[config.mk]
export PLATFORM = sky130hd
export DESIGN_NAME = hazard_stall_ctrl
export DESIGN_NICKNAME = d
export VERILOG_FILES = /design/src/rtl/hazard_stall_ctrl_pkg.sv /design/src/rtl/hazard_stall_ctrl_reg_match_unit.sv /design/src/rtl/hazard_stall_ctrl.sv
export SDC_FILE = /design/constraint.sdc
export NUM_CORES = 1
export LEC_CHECK = 0
export ABC_AREA = 1
export BUFFER_PORTS_ARGS = -buffer_cell sky130_fd_sc_hd__buf_2
export CAP_MARGIN = 20
export CELL_PAD_IN_SITES_DETAIL_PLACEMENT = 0
export CELL_PAD_IN_SITES_GLOBAL_PLACEMENT = 1
export CORE_ASPECT_RATIO = 0.9
export CORE_MARGIN = 2
export CORE_UTILIZATION = 33
export DETAILED_ROUTE_END_ITERATION = 10
export PLACE_DENSITY_LB_ADDON = 0.25
export SYNTH_ARGS = -nofsm -noshare
export SYNTH_HDL_FRONTEND = slang
export SYNTH_SLANG_ARGS = --single-unit
[constraint.sdc]
create_clock -name clk -period 1.5 [get_ports clk]
set_clock_uncertainty 0.05 [all_clocks]
set_input_delay 0.075 -clock clk [delete_from_list [all_inputs] [get_ports clk]]
set_output_delay 0.075 -clock clk [all_outputs]
set_load 0.01 [all_outputs]
[src/rtl/hazard_stall_ctrl_pkg.sv]
`default_nettype none
// ============================================================================
// Module      : hazard_stall_ctrl_pkg
// Description : Shared definitions for the decode-stage hazard / stall
//               controller: register-index width, branch command encodings,
//               sequencing FSM state encodings and a small helper function.
// Ports       : none (package)
// Revision    : 1.0 - initial release
// ============================================================================
package hazard_stall_ctrl_pkg;

    // Width of a register index (instr[20:16] style 5-bit field).
    localparam int REG_LENGTH = 5;

    // Decode-stage branch command encodings. BR_NONE means "not a branch";
    // every other value is a branch that compares register values in decode.
    localparam logic [1:0] BR_NONE = 2'd0;
    localparam logic [1:0] BR_BEZ  = 2'd1;
    localparam logic [1:0] BR_BNE  = 2'd2;
    localparam logic [1:0] BR_JMP  = 2'd3;

    // Memory-sequencing FSM states.
    typedef enum logic [1:0] {
        HSC_RUN      = 2'd0,
        HSC_MEM_WAIT = 2'd1,
        HSC_TIMEOUT  = 2'd2
    } hsc_state_e;

    // src2 is read by register-register ops, and by stores / BNE even though
    // those also carry an immediate.
    function automatic logic src2_is_used(input logic is_imm,
                                          input logic st_or_bne);
        return (!is_imm) || st_or_bne;
    endfunction

endpackage : hazard_stall_ctrl_pkg
`default_nettype wire

[src/rtl/hazard_stall_ctrl_reg_match_unit.sv]
`default_nettype none
// ============================================================================
// Module      : hazard_stall_ctrl_reg_match_unit
// Description : Combinational comparator between the decode-stage source
//               registers and one in-flight destination register. One
//               instance per compared pipeline stage.
// Ports       : src1_i      - decode source 1 index (always used)
//               src2_i      - decode source 2 index
//               src2_used_i - source 2 is actually read by the instruction
//               dest_i      - destination index of the compared stage
//               dest_en_i   - qualifier for the destination (e.g. wb enable)
//               match_o     - a used source matches a live destination
// Revision    : 1.0 - initial release
// ============================================================================
module hazard_stall_ctrl_reg_match_unit
    import hazard_stall_ctrl_pkg::*;
(
    input  logic [REG_LENGTH-1:0] src1_i,
    input  logic [REG_LENGTH-1:0] src2_i,
    input  logic                  src2_used_i,
    input  logic [REG_LENGTH-1:0] dest_i,
    input  logic                  dest_en_i,
    output logic                  match_o
);

    logic w_dest_live;
    logic w_src1_hit;
    logic w_src2_hit;

    // Register 0 is hard-wired, so a write to it never creates a dependency.
    assign w_dest_live = dest_en_i && (dest_i != '0);
    assign w_src1_hit  = (src1_i == dest_i);
    assign w_src2_hit  = src2_used_i && (src2_i == dest_i);
    assign match_o     = w_dest_live && (w_src1_hit || w_src2_hit);

endmodule : hazard_stall_ctrl_reg_match_unit
`default_nettype wire

[src/rtl/hazard_stall_ctrl.sv]
`default_nettype none
// ============================================================================
// Module      : hazard_stall_ctrl
// Description : Decode-stage pipeline sequencing controller. Detects RAW
//               hazards against the EXE/MEM stages, freezes the front end,
//               flushes IF/ID on taken branches, holds the whole pipe while
//               data memory is busy, and raises a sticky timeout if memory
//               never answers. Saturating counters give debug visibility.
//
// Build option: HAZARD_FORWARDING_EN
//               defined   - forwarding-aware rules: only load-use hazards,
//                           plus branch-operand hazards on EXE (branches
//                           compare in decode and cannot use forwarding)
//               undefined - full EXE/MEM RAW stall, no forwarding assumed
//
// Parameters  : MEM_TIMEOUT - consecutive memory-wait cycles before TIMEOUT
//               CNT_W       - width of the performance counters
// Ports       : clk, reset (synchronous, active-low)
//               source1, src2_reg_file, is_imm, st_or_bne, branch_comm,
//               br_taken                 - decode-stage inputs
//               exe_dest, exe_wb_en, exe_mem_read - EXE-stage destination
//               mem_dest, mem_wb_en      - MEM-stage destination
//               mem_req, mem_ready       - data memory handshake
//               hazard_detected          - bubble request to decode control
//               freeze_front             - hold PC and IF/ID
//               flush_ifid               - load NOP into IF/ID next edge
//               freeze_all               - hold every pipeline register
//               mem_timeout              - sticky memory timeout flag
//               stall_cycles, flush_count - saturating debug counters
// Revision    : 1.0 - initial release
// ============================================================================
module hazard_stall_ctrl
    import hazard_stall_ctrl_pkg::*;
#(
    parameter int MEM_TIMEOUT = 255,
    parameter int CNT_W       = 16
) (
    input  logic                  clk,
    input  logic                  reset,
    input  logic [REG_LENGTH-1:0] source1,
    input  logic [REG_LENGTH-1:0] src2_reg_file,
    input  logic                  is_imm,
    input  logic                  st_or_bne,
    input  logic [1:0]            branch_comm,
    input  logic                  br_taken,
    input  logic [REG_LENGTH-1:0] exe_dest,
    input  logic                  exe_wb_en,
    input  logic                  exe_mem_read,
    input  logic [REG_LENGTH-1:0] mem_dest,
    input  logic                  mem_wb_en,
    input  logic                  mem_req,
    input  logic                  mem_ready,
    output logic                  hazard_detected,
    output logic                  freeze_front,
    output logic                  flush_ifid,
    output logic                  freeze_all,
    output logic                  mem_timeout,
    output logic [CNT_W-1:0]      stall_cycles,
    output logic [CNT_W-1:0]      flush_count
);

    // The wait counter only has to reach MEM_TIMEOUT-1.
    localparam int WAIT_W = (MEM_TIMEOUT > 1) ? $clog2(MEM_TIMEOUT) : 1;

    localparam logic [WAIT_W-1:0] c_WAIT_LAST = WAIT_W'(MEM_TIMEOUT - 1);
    localparam logic [WAIT_W-1:0] c_WAIT_ONE  = WAIT_W'(1);
    localparam logic [CNT_W-1:0]  c_CNT_MAX   = {CNT_W{1'b1}};
    localparam logic [CNT_W-1:0]  c_CNT_ONE   = CNT_W'(1);

    // ------------------------------------------------------------------
    // Hazard detection
    // ------------------------------------------------------------------
    logic w_src2_used;
    logic w_exe_en;
    logic w_exe_match;
    logic w_hazard_raw;

    assign w_src2_used = src2_is_used(is_imm, st_or_bne);

    hazard_stall_ctrl_reg_match_unit u_exe_match (
        .src1_i      (source1),
        .src2_i      (src2_reg_file),
        .src2_used_i (w_src2_used),
        .dest_i      (exe_dest),
        .dest_en_i   (w_exe_en),
        .match_o     (w_exe_match)
    );

`ifdef HAZARD_FORWARDING_EN
    // With forwarding, an EXE result is usable next cycle unless it is a
    // load (data not yet available) or the consumer is a branch, which
    // reads register values directly in decode. MEM results are always
    // forwardable, so the MEM stage is not compared at all.
    logic w_unused_mem;

    assign w_exe_en     = exe_mem_read ||
                          ((branch_comm != BR_NONE) && exe_wb_en);
    assign w_hazard_raw = w_exe_match;
    assign w_unused_mem = ^{mem_dest, mem_wb_en};
`else
    // Without forwarding, any pending write in EXE or MEM must retire first.
    logic w_mem_match;
    logic w_unused_fwd;

    hazard_stall_ctrl_reg_match_unit u_mem_match (
        .src1_i      (source1),
        .src2_i      (src2_reg_file),
        .src2_used_i (w_src2_used),
        .dest_i      (mem_dest),
        .dest_en_i   (mem_wb_en),
        .match_o     (w_mem_match)
    );

    assign w_exe_en     = exe_wb_en;
    assign w_hazard_raw = w_exe_match || w_mem_match;
    assign w_unused_fwd = ^{exe_mem_read, branch_comm};
`endif

    // ------------------------------------------------------------------
    // Memory sequencing FSM
    // ------------------------------------------------------------------
    hsc_state_e        state_q;
    logic [WAIT_W-1:0] wait_cnt_q;
    logic [WAIT_W-1:0] w_wait_inc;
    logic              mem_timeout_q;

    assign w_wait_inc = wait_cnt_q + c_WAIT_ONE;

    always_ff @(posedge clk) begin
        if (!reset) begin
            state_q       <= HSC_RUN;
            wait_cnt_q    <= '0;
            mem_timeout_q <= 1'b0;
        end else begin
            case (state_q)
                HSC_RUN: begin
                    if (mem_req && !mem_ready) begin
                        state_q    <= HSC_MEM_WAIT;
                        wait_cnt_q <= '0;
                    end
                end
                HSC_MEM_WAIT: begin
                    // A late mem_ready wins even on the limit cycle.
                    if (mem_ready) begin
                        state_q <= HSC_RUN;
                    end else begin
                        wait_cnt_q <= w_wait_inc;
                        if (w_wait_inc >= c_WAIT_LAST) begin
                            state_q       <= HSC_TIMEOUT;
                            mem_timeout_q <= 1'b1;
                        end
                    end
                end
                HSC_TIMEOUT: begin
                    // Terminal until reset.
                    mem_timeout_q <= 1'b1;
                end
                default: begin
                    state_q <= HSC_RUN;
                end
            endcase
        end
    end

    // ------------------------------------------------------------------
    // Pipeline control outputs (combinational, zero latency)
    // ------------------------------------------------------------------
    // The freeze is driven straight from the handshake so that the first
    // wait cycle already holds the pipe, before the FSM leaves RUN.
    assign freeze_all      = (mem_req && !mem_ready) || (state_q == HSC_TIMEOUT);

    // A full freeze holds every stage, so no bubble or flush is needed.
    assign hazard_detected = w_hazard_raw && !freeze_all;
    assign freeze_front    = hazard_detected;
    // A stalled branch re-resolves next cycle; flushing now would drop it.
    assign flush_ifid      = br_taken && !freeze_all && !hazard_detected;
    assign mem_timeout     = mem_timeout_q;

    // ------------------------------------------------------------------
    // Saturating performance counters
    // ------------------------------------------------------------------
    logic [CNT_W-1:0] stall_cnt_q;
    logic [CNT_W-1:0] stall_cnt_d;
    logic [CNT_W-1:0] flush_cnt_q;
    logic [CNT_W-1:0] flush_cnt_d;

    always_comb begin
        stall_cnt_d = stall_cnt_q;
        flush_cnt_d = flush_cnt_q;
        if ((hazard_detected || freeze_all) && (stall_cnt_q != c_CNT_MAX)) begin
            stall_cnt_d = stall_cnt_q + c_CNT_ONE;
        end
        if (flush_ifid && (flush_cnt_q != c_CNT_MAX)) begin
            flush_cnt_d = flush_cnt_q + c_CNT_ONE;
        end
    end

    always_ff @(posedge clk) begin
        if (!reset) begin
            stall_cnt_q <= '0;
            flush_cnt_q <= '0;
        end else begin
            stall_cnt_q <= stall_cnt_d;
            flush_cnt_q <= flush_cnt_d;
        end
    end

    assign stall_cycles = stall_cnt_q;
    assign flush_count  = flush_cnt_q;

endmodule : hazard_stall_ctrl
`default_nettype wire

==> impl_metrics.env <==
export IMPL_synth_area_leaders="dfxtp_1 (30%), nand2_1 (17%), nor2_1 (8.2%)"
export IMPL_min_from="reset"
export IMPL_synth_cell_type_count=34
export IMPL_cts_root_buffer="clkbuf_8"
export IMPL_fin_crit_ps=1560
export IMPL_wire_per_inst_microns=11.8
export IMPL_yosys_warnings=0
export IMPL_rsz0062_at_grt="true"
export IMPL_reg2reg_setup_slack_ps=-60
export IMPL_clk_pin_slew_ps=90
export IMPL_routed_wirelength_mm=8.67
export IMPL_async_flop_share=0
export IMPL_postCtsHoldBufs=0
export IMPL_grt_pass1_wl_mm=13.9
export IMPL_violations="setup timing"
export IMPL_dr_first_iter_drc_count=70
export IMPL_start_util=0.340
export IMPL_die_width_microns=103
export IMPL_cp_max_fo=8
export IMPL_nFillCells=898
export IMPL_worst_slack_ps=-59.5
export IMPL_layout_drive_gt1_share=0.426
export IMPL_worstReg2RegStart="stall_cycles[1]"
export IMPL_nets=650
export IMPL_syn_nets=505
export IMPL_synth_area_sq_mm=0.00292
export IMPL_antenna_left=0
export IMPL_core_area_sq_mm=0.00857
export IMPL_cp_end_kind="register"
export IMPL_ir_drop_mv=0.385
export IMPL_die_area_sq_mm=0.00960
export IMPL_slew_headroom=0.749
export IMPL_cts_sinks=43
export IMPL_status="finished with violations"
export IMPL_cts_buffers=5
export IMPL_maxCapViolations=0
export IMPL_clock_latency_ps=300
export IMPL_min_path_cells=3
export IMPL_drc=0
export IMPL_yosys_area_top_type="dfxtp_1"
export IMPL_dpl_instance_area_sq_mm=0.00386
export IMPL_portBuffers=65
export IMPL_leakage_nw=2.31
export IMPL_netlist_instances=469
export IMPL_synth_seq_cells=43
export IMPL_worst_r2r_cell_count=10
export IMPL_worstPathRequired_ps=1680
export IMPL_firstDrtPassIters=4
export IMPL_antenna_found_initial=0
export IMPL_period_share=1.04
export IMPL_total_power_mw=2.62
export IMPL_fin_area_sq_mm=0.00460
export IMPL_cp_start_kind="register"
export IMPL_path_class="register to register"
export IMPL_synth_edff_count=0
export IMPL_hold_end="state_q[0]"
export IMPL_drv_slew=0
export IMPL_finalHoldViolations=0
export IMPL_finalSetupViolCount=23
export IMPL_max_freq_mhz=641
export IMPL_diodes=0
export IMPL_viasPerCell=4.66
export IMPL_grt_pass1_vias=3134
export IMPL_dp_hpwl_mm=5.93
export IMPL_tightest_slew_ps=372
export IMPL_gp_congestion=0.825
export IMPL_yosysTopAreaCellShare=0.295
export IMPL_grt_remaining_overflow=0
export IMPL_cts_tree="built"
export IMPL_vias=3420
export IMPL_row_count=32
export IMPL_avgSynthCellArea_sq_um=6.22
export IMPL_cp_arrival_ps=1740
export IMPL_h_tree_depth=2
export IMPL_grt_max_degree=24
export IMPL_syn2layout_area_growth_pct=57.8
export IMPL_power_per_cell_area_mw_per_mm2=570
export IMPL_clock_path_buffers=2
export IMPL_track_usage=0.178
export IMPL_io_pins=69
export IMPL_r2r_end="stall_cycles[7]"
export IMPL_die_h_microns=93.2
export IMPL_ys_seq_area_frac=0.295
export IMPL_hold_path_class="input port to register"
export IMPL_ys_flop_type="dfxtp_1"
kinds of logic (layout without fill, tap and decap cells):
family,after synthesis,after routing,synth area share
XOR/XNOR,25,25,0.0751
AND/OR/NAND/NOR,274,275,0.419
adder cells (fa/ha/maj),4,4,0.0172
AO/OA/AOI/OAI,37,37,0.0738
buffers and inverters,86,231,0.119
flip-flops,43,43,0.295
registers in the layout, indices dropped and copies added (netlist names):
| signal | flops |
|---|---|
| flush_count | 16 |
| wait_cnt_q | 8 |
| state_q | 2 |
| stall_cycles | 16 |
| mem_timeout | 1 |
layout by cell type, fill, tap and decap left out, drive strengths merged:
cell,synthesis,routed
clkbuf,3,8
or3,1,1
inv,71,72
nand2,137,138
o21ai,9,9
clkinv,2,2
nor4,3,3
o211a,2,2
xor2,15,15
nand4,20,20
nor2,66,66
xnor2,10,10
a211oi,1,1
a31oi,2,2
ha,4,4
dfxtp,43,43
nor3,7,7
a21oi,23,23
nand3,40,40
buf,10,149
worst max-delay path by stage:
stage                           from          endpoint  slack [ps]  cells past startpoint
floorplan             flush_count[1]    flush_count[9]        -0.9                     11
global placement          state_q[1]    flush_count[8]        -150                      9
detailed placement        state_q[1]    flush_count[9]        -170                      9
CTS                  stall_cycles[0]  stall_cycles[14]         -70                     10
global route        stall_cycles[14]   stall_cycles[0]        -170                      8
finish               stall_cycles[1]   stall_cycles[7]         -60                     10
synth_stat cells (2+ instances only):
library cell	number
nand2_1	133
nor2_1	64
inv_1	61
dfxtp_1	43
nand3_1	37
a21oi_1	19
nand4_1	18
xor2_1	15
inv_2	10
xnor2_1	10
buf_2	5
o21ai_0	5
a21oi_2	4
ha_1	4
nand2_2	4
nor3_1	4
o21ai_1	4
buf_4	3
clkbuf_1	3
nand3_2	3
a31oi_1	2
clkinv_1	2
nand4_2	2
nor3_2	2
nor4_1	2
o211a_1	2
layout make-up:
class	count	area (sq um)	area share
Sequential cell	43	902	0.196
Tap cell	119	149	0.0324
Multi-Input combinational cell	341	2080	0.451
Clock inverter	1	5.00	0.00109
Clock buffer	7	86.3	0.0188
Timing Repair Buffer	150	1100	0.239
Inverter	73	284	0.0617
critical path, cell delays in order (launching register included):
cell     delay [ps]
dfxtp_4         380
ha_4            150
nand2_4          60
inv_4            50
nand3_4          60
inv_2            80
nand4_4         190
nand2_4         190
buf_4           130
nand2_2          40
a21oi_2         100
timing repair:
| action | 4_1_cts | 5_1_grt |
|---|---|---|
| buffers inserted | 13 | 8 |
| gates cloned | 2 | 2 |
| endpoints found under the setup margin | 37 | 46 |
| pin swaps | 19 | 40 |
| gates resized for setup | 42 | 72 |
| hold endpoints to repair | 0 | 0 |
layer usage:
metal	wire [microns]	up-vias	part of all wire	GRT usage
met1	4100	1583	0.47	0.245
met4	72	0	0.0083	0.0340
met2	4140	63	0.48	0.295
met3	358	7	0.041	0.0277
met5	0	-	0	0
li1	-	1767	-	-
where the power goes:
part	internal (mW)	switching, mW	leakage (nW)
clock	0.373	0.418	0.0482
sequential	1.17	0.0421	0.358
combinational	0.291	0.326	1.90
total	1.84	0.786	2.31
per-stage QoR:
step                      hold WS (ps)  TNS [ps]   util  setup WS (ps)  instances
after floorplan                    258     -1.49      -         -0.869        469
after global placement             335     -2020  0.451           -151        703
after detailed placement           341     -2440  0.451           -174        703
after CTS                         9.49      -424  0.499          -66.7        726
after global routing              17.2     -3750  0.537           -175        734
final                             6.55      -491  0.537          -59.5        734
Note: power is estimated with default switching activity, not from simulation.
